<file path="config.mk">
export PLATFORM = sky130hd
export DESIGN_NAME = periph_bus_router
export DESIGN_NICKNAME = d
export VERILOG_FILES = /design/src/rtl/periph_bus_router.sv
export SDC_FILE = /design/constraint.sdc
export NUM_CORES = 1
export LEC_CHECK = 0
export CAP_MARGIN = 25
export CORE_AREA = 2 2 125 127
export CTS_BUF_LIST = sky130_fd_sc_hd__clkbuf_4 sky130_fd_sc_hd__clkbuf_8
export DETAILED_ROUTE_END_ITERATION = 16
export DIE_AREA = 0 0 127 129
export HOLD_SLACK_MARGIN = 0.08
export PLACE_DENSITY = 0.78
export SLEW_MARGIN = 25
export SYNTH_ARGS = -nofsm -noshare
export SYNTH_HDL_FRONTEND = slang
export SYNTH_SLANG_ARGS = --single-unit
</file>
<file path="constraint.sdc">
create_clock -name clk_i -period 2.3 [get_ports clk_i]
set_input_delay 0.46 -clock clk_i [delete_from_list [all_inputs] [get_ports clk_i]]
set_output_delay 0.46 -clock clk_i [all_outputs]
set_load 0.02 [all_outputs]
</file>
<file path="src/rtl/periph_bus_router.sv">
// Routes single LSU accesses to one of N_SLV slave channels by address-region ID.
// Handles unmapped regions, slave timeouts and saturating error counting.
module periph_bus_router #(
    parameter int                 N_SLV   = 4,
    parameter logic [N_SLV*8-1:0] SLV_IDS = {8'd7, 8'd3, 8'd1, 8'd0},
    parameter int                 TIMEOUT = 16
) (
    input  logic                 clk_i,
    input  logic                 resetn_i,
    input  logic                 m_req_i,
    input  logic                 m_we_i,
    input  logic [3:0]           m_be_i,
    input  logic [31:0]          m_addr_i,
    input  logic [31:0]          m_wd_i,
    output logic [31:0]          m_rd_o,
    output logic                 m_ready_o,
    output logic                 m_err_o,
    output logic [N_SLV-1:0]     s_req_o,
    output logic                 s_we_o,
    output logic [3:0]           s_be_o,
    output logic [31:0]          s_addr_o,
    output logic [31:0]          s_wd_o,
    input  logic [N_SLV*32-1:0]  s_rd_i,
    input  logic [N_SLV-1:0]     s_ready_i,
    output logic                 busy_o,
    output logic [7:0]           err_cnt_o
);

    localparam logic [1:0] ST_IDLE  = 2'd0;
    localparam logic [1:0] ST_ISSUE = 2'd1;
    localparam logic [1:0] ST_WAIT  = 2'd2;
    localparam logic [1:0] ST_RESP  = 2'd3;

    localparam logic [7:0] CNT_LIMIT = 8'(TIMEOUT - 1);

    logic [1:0]       r_state;
    logic             r_we;
    logic [3:0]       r_be;
    logic [23:0]      r_addr;
    logic [31:0]      r_wd;
    logic [N_SLV-1:0] r_sel;
    logic             r_err;
    logic [31:0]      r_rd;
    logic [7:0]       r_cnt;
    logic [7:0]       r_err_cnt;

    logic [N_SLV-1:0] w_match;
    logic             w_slv_ready;
    logic [31:0]      w_slv_rd;
    logic             w_timeout;

    // Descending scan so the lowest matching index overwrites any higher one.
    always_comb begin
        w_match = '0;
        for (int k = N_SLV - 1; k >= 0; k--) begin
            if (SLV_IDS[8*k +: 8] == m_addr_i[31:24]) begin
                w_match    = '0;
                w_match[k] = 1'b1;
            end
        end
    end

    always_comb begin
        w_slv_rd = '0;
        for (int k = 0; k < N_SLV; k++) begin
            if (r_sel[k]) begin
                w_slv_rd = w_slv_rd | s_rd_i[32*k +: 32];
            end
        end
    end

    assign w_slv_ready = |(s_ready_i & r_sel);
    assign w_timeout   = (r_cnt == CNT_LIMIT);

    always_ff @(posedge clk_i or negedge resetn_i) begin
        if (!resetn_i) begin
            r_state   <= ST_IDLE;
            r_we      <= 1'b0;
            r_be      <= '0;
            r_addr    <= '0;
            r_wd      <= '0;
            r_sel     <= '0;
            r_err     <= 1'b0;
            r_rd      <= '0;
            r_cnt     <= '0;
            r_err_cnt <= '0;
        end else begin
            case (r_state)
                ST_IDLE: begin
                    if (m_req_i) begin
                        r_we   <= m_we_i;
                        r_be   <= m_be_i;
                        r_addr <= m_addr_i[23:0];
                        r_wd   <= m_wd_i;
                        r_sel  <= w_match;
                        r_cnt  <= '0;
                        if (|w_match) begin
                            r_err   <= 1'b0;
                            r_state <= ST_ISSUE;
                        end else begin
                            r_err   <= 1'b1;
                            r_rd    <= '0;
                            r_state <= ST_RESP;
                        end
                    end
                end
                ST_ISSUE, ST_WAIT: begin
                    r_cnt <= r_cnt + 8'd1;
                    // Ready takes priority over a coincident timeout.
                    if (w_slv_ready) begin
                        r_rd    <= r_we ? 32'd0 : w_slv_rd;
                        r_err   <= 1'b0;
                        r_state <= ST_RESP;
                    end else if (w_timeout) begin
                        r_rd    <= '0;
                        r_err   <= 1'b1;
                        r_state <= ST_RESP;
                    end else begin
                        r_state <= ST_WAIT;
                    end
                end
                ST_RESP: begin
                    r_state <= ST_IDLE;
                    if (r_err && (r_err_cnt != 8'hFF)) begin
                        r_err_cnt <= r_err_cnt + 8'd1;
                    end
                end
                default: r_state <= ST_IDLE;
            endcase
        end
    end

    // Decoded from registered state so the reset drops s_req_o asynchronously.
    assign s_req_o   = (r_state == ST_ISSUE) ? r_sel : '0;
    assign s_we_o    = r_we;
    assign s_be_o    = r_be;
    assign s_addr_o  = {8'd0, r_addr};
    assign s_wd_o    = r_wd;
    assign m_ready_o = (r_state == ST_RESP);
    assign m_err_o   = (r_state == ST_RESP) && r_err;
    assign m_rd_o    = r_rd;
    assign busy_o    = (r_state != ST_IDLE);
    assign err_cnt_o = r_err_cnt;

endmodule

</file>
==> metrics.log, run 1 <==
INFO  metric antenna_cells = 0
INFO  metric fin_crit = 2.19 ns
INFO  metric drt_drc_violations_left = 0
INFO  metric pre_cts_slack = -0.00617 ns
INFO  metric sequentialPowerShare = 31.5%
INFO  metric crit_arrival = 1.73 ns
INFO  metric crit_path_leading_delay_family = buffers and inverters
INFO  metric grt_setup_unrepaired = no
INFO  metric critPathCapture = m_ready_o
INFO  metric ant_nets = 0
INFO  metric antenna_found_initial = 0
INFO  metric net-switching-power = 3340 µW
INFO  metric sw_frac_of_total = 33.9%
INFO  metric hold_start = m_rd_o[25]$_DFFE_PN0P_
INFO  metric power.internal = 6510 µW
INFO  metric timing.critical_path.required = 1.84 ns
INFO  metric globalplace.congestion = 0.793
INFO  metric synth.ff_latch_count = 116
INFO  metric path_depth = 2
INFO  metric route.detailed.vias_per_inst = 5.21
INFO  metric p_leak = 0.00383 µW
INFO  metric die-area = 16400 µm²
INFO  metric core.rowCount = 45
INFO  metric yosysWarningCount = 0
INFO  metric grt_pass1_vias = 5211
INFO  metric design_power_total = 9850 µW
INFO  metric timing.critical_path.to_type = output pin
INFO  metric type_of_the_setup_path_with_the_least_slack = flip-flop to output pin
INFO  metric cts.sinks = 116
INFO  metric sequential_to_total_area_share_from_yosys_stat = 53.2%
INFO  metric routed_wirelength_normalized_by_instance_count = 19.0 µm
INFO  metric num_vias = 4811
INFO  metric cts_max_path_buffers = 2
INFO  metric setup_skew = 0.00767 ns
INFO  metric post_synth_num_cell_types = 44
INFO  metric fin_util = 61.5%
INFO  metric final.setup.worst_slack = 0.114 ns
INFO  metric synth-async-reset-ratio = 100%
INFO  metric hold_violations = 0
INFO  metric cts-buffers-inserted = 17
INFO  metric cts_setup_buffers = 0
INFO  metric post-route-period-util = 95.0%
INFO  metric cts-htree-levels = 4
INFO  metric core_area = 15000 µm²
INFO  metric run_status = finished, final reports clean
INFO  metric wl = 17500 µm
INFO  metric buffer_type_at_the_clock_tree_root = sky130_fd_sc_hd__clkbuf_8
INFO  metric finalNetCount = 932
INFO  metric final-setup-viol-count = 0
INFO  metric rrSetupSlack = 0.26 ns
INFO  metric tritoncts_clock_tree = done
INFO  metric io_pins = 320
INFO  metric startpoint_class = flip-flop
INFO  metric synth_area_per_cell = 13.4 µm²
INFO  metric initial_utilization = 36.4%
INFO  metric post-dp-hpwl = 13600 µm
INFO  metric worstPathMaxFanout = 3
INFO  metric detail_route.iter0.violations = 264
INFO  metric power.clock.fraction = 22.4%
INFO  metric reg2reg_to = m_rd_o[22]$_DFFE_PN0P_
INFO  metric area_growth = 68.8%
INFO  metric fin_setup_tns = 0 ns
INFO  metric pwr_density_cell = 1070 nW/µm²
INFO  metric regToRegStartpoint = r_state[1]$_DFFE_PN0N_
INFO  metric worst-r2r-cell-count = 7
INFO  metric cpMaxStageDelayCell = sky130_fd_sc_hd__clkdlybuf4s50_1
INFO  metric finalMaxSlewViolations = 0
INFO  metric crit_path_start = r_state[1]$_DFFE_PN0N_
INFO  metric hold_path_class = flip-flop to flip-flop
INFO  metric cp_cell_sequence = ha_1 -> clkdlybuf4s50_1
INFO  metric post_route_cells_drive_above_1_share = 19.7%
INFO  metric p_comb_share = 46.0%
INFO  metric grt_usage = 21.3%
INFO  metric grt_first_pass_wirelength = 27100 µm
INFO  metric floorplan.die.height = 129 µm
INFO  metric globalRoute.totalOverflow = 0
INFO  metric timing.max_cap.violations = 0
INFO  metric fmaxAchievable = 458 MHz
INFO  metric critPathMaxStageDelay = 0.68 ns
INFO  metric synth-edff-count = 0
INFO  metric count_of_buffers_from_port_buffering = 311
INFO  metric main_flop_type_after_synthesis = sky130_fd_sc_hd__dfrtp_1
INFO  metric vdd.ir_drop.worst = 815 µV
INFO  metric mappedNetlistArea = 5460 µm²
INFO  metric syn-instance-count = 406
INFO  metric grt_start_max_net_pins = 69
INFO  metric die_w = 127 µm
INFO  metric first_pass_iters = 4
INFO  metric clock_insertion_delay_worst_skew = 0.42 ns
INFO  metric crit_buf_inv = 1
INFO  metric layout.cells.most_common = sky130_fd_sc_hd__clkdlybuf4s50_1
INFO  metric cts.clk_slew.worst_paths = 0.06 ns
INFO  metric final_cell_mix = sky130_fd_sc_hd__clkdlybuf4s50_1 (304), sky130_fd_sc_hd__dfrtp_1 (116), sky130_fd_sc_hd__mux2_2 (63)
## worst min-delay path by stage
stage                                     endpoint  slack (ns)  cells after the start
final                       m_rd_o[25]$_DFFE_PN0P_        0.49                      1
after global routing         s_be_o[0]$_DFFE_PN0P_        0.51                      2
after CTS                   r_addr[20]$_DFFE_PN0P_        0.47                      2
after detailed placement    r_addr[20]$_DFFE_PN0P_        0.40                      1
after global placement      r_addr[20]$_DFFE_PN0P_        0.39                      1
after floorplan           err_cnt_o[0]$_DFFE_PN0P_        0.16                      0
## power by group through the flow
stage	Sequential, µW	Combinational, µW	Clock [µW]
finish	3110	4530	2210
global route	3200	4810	2360
CTS	3110	4580	2280
detailed placement	3150	4580	0
global placement	3110	4450	0
floorplan	3830	1730	0
## cell usage after synthesis, drive strengths merged, types with 5 or more instances
cell	n	area, µm²
dfrtp	116	2900
mux2	63	709
a22o	35	328
a221oi	32	280
o2bb2ai	32	312
buf	22	164
clkbuf	16	130
nand2	12	52.6
nand3	12	60.1
nor2	8	37.5
xnor2	6	52.6
and2	5	31.3
ha	5	62.6
inv	5	18.8
## metal layers
layer,track usage (%),up-vias,share of wire (%),wire [µm]
met4,8.86,0,2.7,476
met3,7.15,33,7.5,1320
met1,23.5,2373,39,6780
met2,37.6,219,51,8970
met5,0,-,0,0
li1,-,2186,-,-
## sequential cells by signal (all words and copies together) (netlist names)
signal / flops
err_cnt_o: 8
m_rd_o: 32
r_addr: 24
r_cnt: 8
r_err: 1
r_sel: 4
r_state: 2
s_be_o: 4
s_wd_o: 32
s_we_o: 1
## worst reg2reg max path, delay by kind of cell (launching register included)
kind                     cells  cell delay [ns]
adder cells (fa/ha/maj)      1             0.46
AO/OA/AOI/OAI                2             0.47
multiplexers                 1             0.21
flip-flops                   1             0.41
buffers and inverters        2             0.28
AND/OR/NAND/NOR              1             0.14
## cell families (layout without fill, tap and decap cells)
family	Yosys count	in the layout	synth area share (%)
simple gates	48	48	5.00
fa+ha+maj	5	5	1.15
mux	64	64	13.2
buf+inv	43	366	5.73
xor+xnor	10	10	1.60
compound gates	119	119	20.1
other cells	1	8	0.0687
flops	116	116	53.2
## area by class of cell
type | count | area, µm²
clock inverter | 9 | 173
tap | 188 | 235
fill | 1178 | 5760
multi-input combinational | 254 | 2280
timing repair buffer | 329 | 3300
inverter | 5 | 18.8
sequential | 116 | 2900
clock buffer | 23 | 304
## per-stage QoR
stage,cells,instance area [µm²],hold WS [ns]
6_report,924,9210,0.489
5_1_grt,924,9210,0.506
4_1_cts,924,9210,0.469
3_5_place_dp,891,8730,0.401
3_3_place_gp,891,8730,0.392
2_1_floorplan,413,5490,0.164
## repair_timing
action	in CTS	in global routing
endpoints found under the hold margin	25	0
setup endpoints to repair	6	0
hold buffers	1	0
gates resized for setup	6	0
No activity file was read; power rests on OpenSTA's default activity.
==> inputs of run 2 (changes only) <==
Settings changed: ABC_CLOCK_PERIOD_IN_PS set to 2300, CTS_BUF_LIST sky130_fd_sc_hd__clkbuf_4 sky130_fd_sc_hd__clkbuf_8 to sky130_fd_sc_hd__clkbuf_4.
==> run 2 against run 1 <==
Non-clock buffer count stayed put. Core utilization decreased by 0.99 points. Wire length down 0.20%. Maximum frequency grew 0.38%. Worst hold slack worse by 0.10 ns. First-iteration DRC count shrank 1.5%. Sequential share of layout area rose by 0.51 points. Final area is 1.6% lower. Combinational power increased by 0.9%. Count of clock-buffer cells in the layout shrank 4. Setup slack improved by 0.0083 ns. Flip-flop and latch count stayed put. Critical path type unchanged.
==> metrics.log, run 2 (synthesis results as in run 1) <==
INFO  metric grt_setup_unrepaired = no
INFO  metric p_comb_share = 48.7% (+2.7 points)
INFO  metric first_pass_iters = 6 (+2)
INFO  metric pwr_density_cell = 1040 nW/µm² (-3.2%)
INFO  metric routed_wirelength_normalized_by_instance_count = 18.9 µm (-0.31%)
INFO  metric core.rowCount = 45 (unchanged)
INFO  metric design_area = 9070 µm² (-1.6%)
INFO  metric cts-htree-levels = 4 (unchanged)
INFO  metric run_status = finished, final reports clean
INFO  metric final_cell_mix = sky130_fd_sc_hd__clkdlybuf4s50_1 (303), sky130_fd_sc_hd__dfrtp_1 (116), sky130_fd_sc_hd__mux2_2 (63)
INFO  metric detail_route.iter0.violations = 260 (-1.5%)
INFO  metric area_growth = 66.1%
INFO  metric p_leak = 0.00375 µW (-2.0%)
INFO  metric core_area = 15000 µm² (unchanged)
INFO  metric timing.critical_path.required = 1.84 ns (about the same)
INFO  metric cts-buffers-inserted = 17 (unchanged)
INFO  metric fmaxAchievable = 459 MHz (+0.38%)
INFO  metric post-dp-hpwl = 13600 µm (unchanged)
INFO  metric setup_skew = 0.0141 ns (+0.00640 ns)
INFO  metric layout.cells.most_common = sky130_fd_sc_hd__clkdlybuf4s50_1
INFO  metric regToRegStartpoint = r_state[1]$_DFFE_PN0N_
INFO  metric power.clock.fraction = 18.3% (-4.1 points)
INFO  metric fin_setup_tns = 0 ns (unchanged)
INFO  metric initial_utilization = 36.4% (unchanged)
INFO  metric globalRoute.totalOverflow = 0 (unchanged)
INFO  metric type_of_the_setup_path_with_the_least_slack = flip-flop to output pin
INFO  metric sw_frac_of_total = 35.2% (+1.3 points)
INFO  metric startpoint_class = flip-flop
INFO  metric wl = 17500 µm (-0.20%)
INFO  metric finalNetCount = 932 (unchanged)
INFO  metric clock_insertion_delay_worst_skew = 0.52 ns (+0.10 ns)
INFO  metric grt_usage = 21.4% (+0.12 points)
INFO  metric place.detailed.instances = 891 (unchanged)
INFO  metric route.detailed.vias_per_inst = 5.21 (+0.14%)
INFO  metric crit_path_start = r_state[1]$_DFFE_PN0N_
INFO  metric fin_crit = 2.18 ns (-0.00832 ns)
INFO  metric hold_path_class = primary input to asynchronous set/reset pin
INFO  metric count_of_buffers_from_port_buffering = 311 (unchanged)
INFO  metric cts_setup_buffers = 0 (unchanged)
INFO  metric buffer_type_at_the_clock_tree_root = sky130_fd_sc_hd__clkbuf_4
INFO  metric hold_violations = 0 (unchanged)
INFO  metric fill_cells = 1186 (+0.68%)
INFO  metric grt_pass1_vias = 5207 (-0.077%)
INFO  metric ant_nets = 0 (unchanged)
INFO  metric sequentialPowerShare = 33.0% (+1.5 points)
INFO  metric grt_first_pass_wirelength = 27200 µm (+0.28%)
INFO  metric cts.clk_slew.worst_paths = 0.11 ns (+0.05 ns)
INFO  metric floorplan.die.height = 129 µm (unchanged)
INFO  metric cts_max_path_buffers = 2 (unchanged)
INFO  metric die_w = 127 µm (unchanged)
INFO  metric placement.cell_area = 8730 µm² (unchanged)
INFO  metric pre_cts_slack = -0.00617 ns (unchanged)
INFO  metric timing.critical_path.to_type = output pin
INFO  metric timing.max_cap.violations = 0 (unchanged)
INFO  metric io_pins = 320 (unchanged)
INFO  metric globalplace.congestion = 0.793 (unchanged)
INFO  metric finalMaxSlewViolations = 0 (unchanged)
INFO  metric final-instance-count-excl-fill = 925 (+0.11%)
INFO  metric tritoncts_clock_tree = done
INFO  metric final-setup-viol-count = 0 (unchanged)
INFO  metric antenna_found_initial = 1 (+1)
INFO  metric drt_drc_violations_left = 0 (unchanged)
INFO  metric die-area = 16400 µm² (unchanged)
INFO  metric worstPathMaxFanout = 5 (+2)
INFO  metric vdd.ir_drop.worst = 691 µV (-15%)
INFO  metric post_route_cells_drive_above_1_share = 19.8% (+0.14 points)
INFO  metric num_vias = 4823 (+0.25%)
INFO  metric grt_start_max_net_pins = 69 (unchanged)
INFO  metric crit_arrival = 1.72 ns (about the same)
INFO  metric post-route-period-util = 94.7% (-0.36 points)
INFO  metric net-switching-power = 3300 µW (-1.1%)
INFO  metric cts.sinks = 116 (unchanged)
INFO  metric power.internal = 6080 µW (-6.6%)
INFO  metric final.setup.worst_slack = 0.123 ns (+0.00832 ns)
==> run 2: cell types whose count changed in the layout (fill, tap and decap cells not counted), sizes merged <==
cell | previous run | this run
clkinv | 3 | 7
dlygate4sd2 | 6 | 3
clkdlybuf4s50 | 304 | 303
diode | 0 | 1
==> run 2: what timing repair did <==
action                                  4_1_cts  5_1_grt
resized for setup                            12        5
hold buffers                                  1        0
hold endpoints to repair                     25        0
endpoints found under the setup margin        7        5
pin swaps                                     0        0
==> run 2: power by group through the flow <==
stage               combinational [µW]  clock [µW]  sequential [µW]
finish                            4570        1720             3100
global route                      4850        1870             3200
CTS                               4590        1780             3110
detailed placement                4580           0             3150
global placement                  4450           0             3110
floorplan                         1730           0             3830
==> run 2: path summary, 6_finish.rpt <==
| kind | end | slack (ns) | cells after the start |
|---|---|---|---|
| setup / recovery | busy_o | 0.12 | 4 |
| hold / removal | m_rd_o[2]$_DFFE_PN0P_ | 0.39 | 2 |
| setup reg to reg | r_cnt[7]$_DFFE_PN0P_ | 0.44 | 8 |
| hold reg to reg | m_rd_o[25]$_DFFE_PN0P_ | 0.50 | 1 |
| max in group asynchronous | s_wd_o[8]$_DFFE_PN0P_ | 1.22 | 3 |
| min in group clk_i | m_rd_o[25]$_DFFE_PN0P_ | 0.50 | 1 |
==> run 2: per-layer routing <==
metal	track usage, %	wire length [µm]	part of all wire [%]	up-vias
li1	-	-	-	2194
met1	23.7	6700	38	2375
met2	37.9	8970	51	224
met3	7.15	1390	7.9	30
met4	8.79	451	2.6	0
met5	0	0	0	-
==> run 2: worst max-delay path, cell delays in order (launching register included) <==
cell and delay (ns):
sky130_fd_sc_hd__dfrtp_1 0.42, sky130_fd_sc_hd__inv_1 0.11, sky130_fd_sc_hd__ha_4 0.19, sky130_fd_sc_hd__inv_1 0.09
sky130_fd_sc_hd__dlygate4sd2_1 0.39
==> run 2: final cells by class <==
| type | instances | area [µm²] | area share, % |
|---|---|---|---|
| clock inverter | 13 | 188 | 2.07 |
| clock buffer | 19 | 143 | 1.57 |
| sequential | 116 | 2900 | 32.0 |
| multi-input combinational | 254 | 2290 | 25.3 |
| timing repair buffer | 329 | 3290 | 36.3 |
| inverter | 5 | 18.8 | 0.207 |
| antenna | 1 | 2.50 | 0.0276 |
| tap | 188 | 235 | 2.59 |
==> run 2: stage by stage <==
stage	utilization [%]	power (µW)	hold WS, ns
after floorplan	-	5560	0.164
after global placement	58.3	7560	0.392
after detailed placement	58.3	7730	0.401
after CTS	60.6	9470	0.340
after global routing	60.5	9920	0.366
final	60.5	9390	0.388
==> inputs of run 3 (changes only) <==
Settings changed: HOLD_SLACK_MARGIN 0.08 to 0.1.
==> results of run 3 <==
The final DEF is identical to that of run 2; final timing and power are the same.
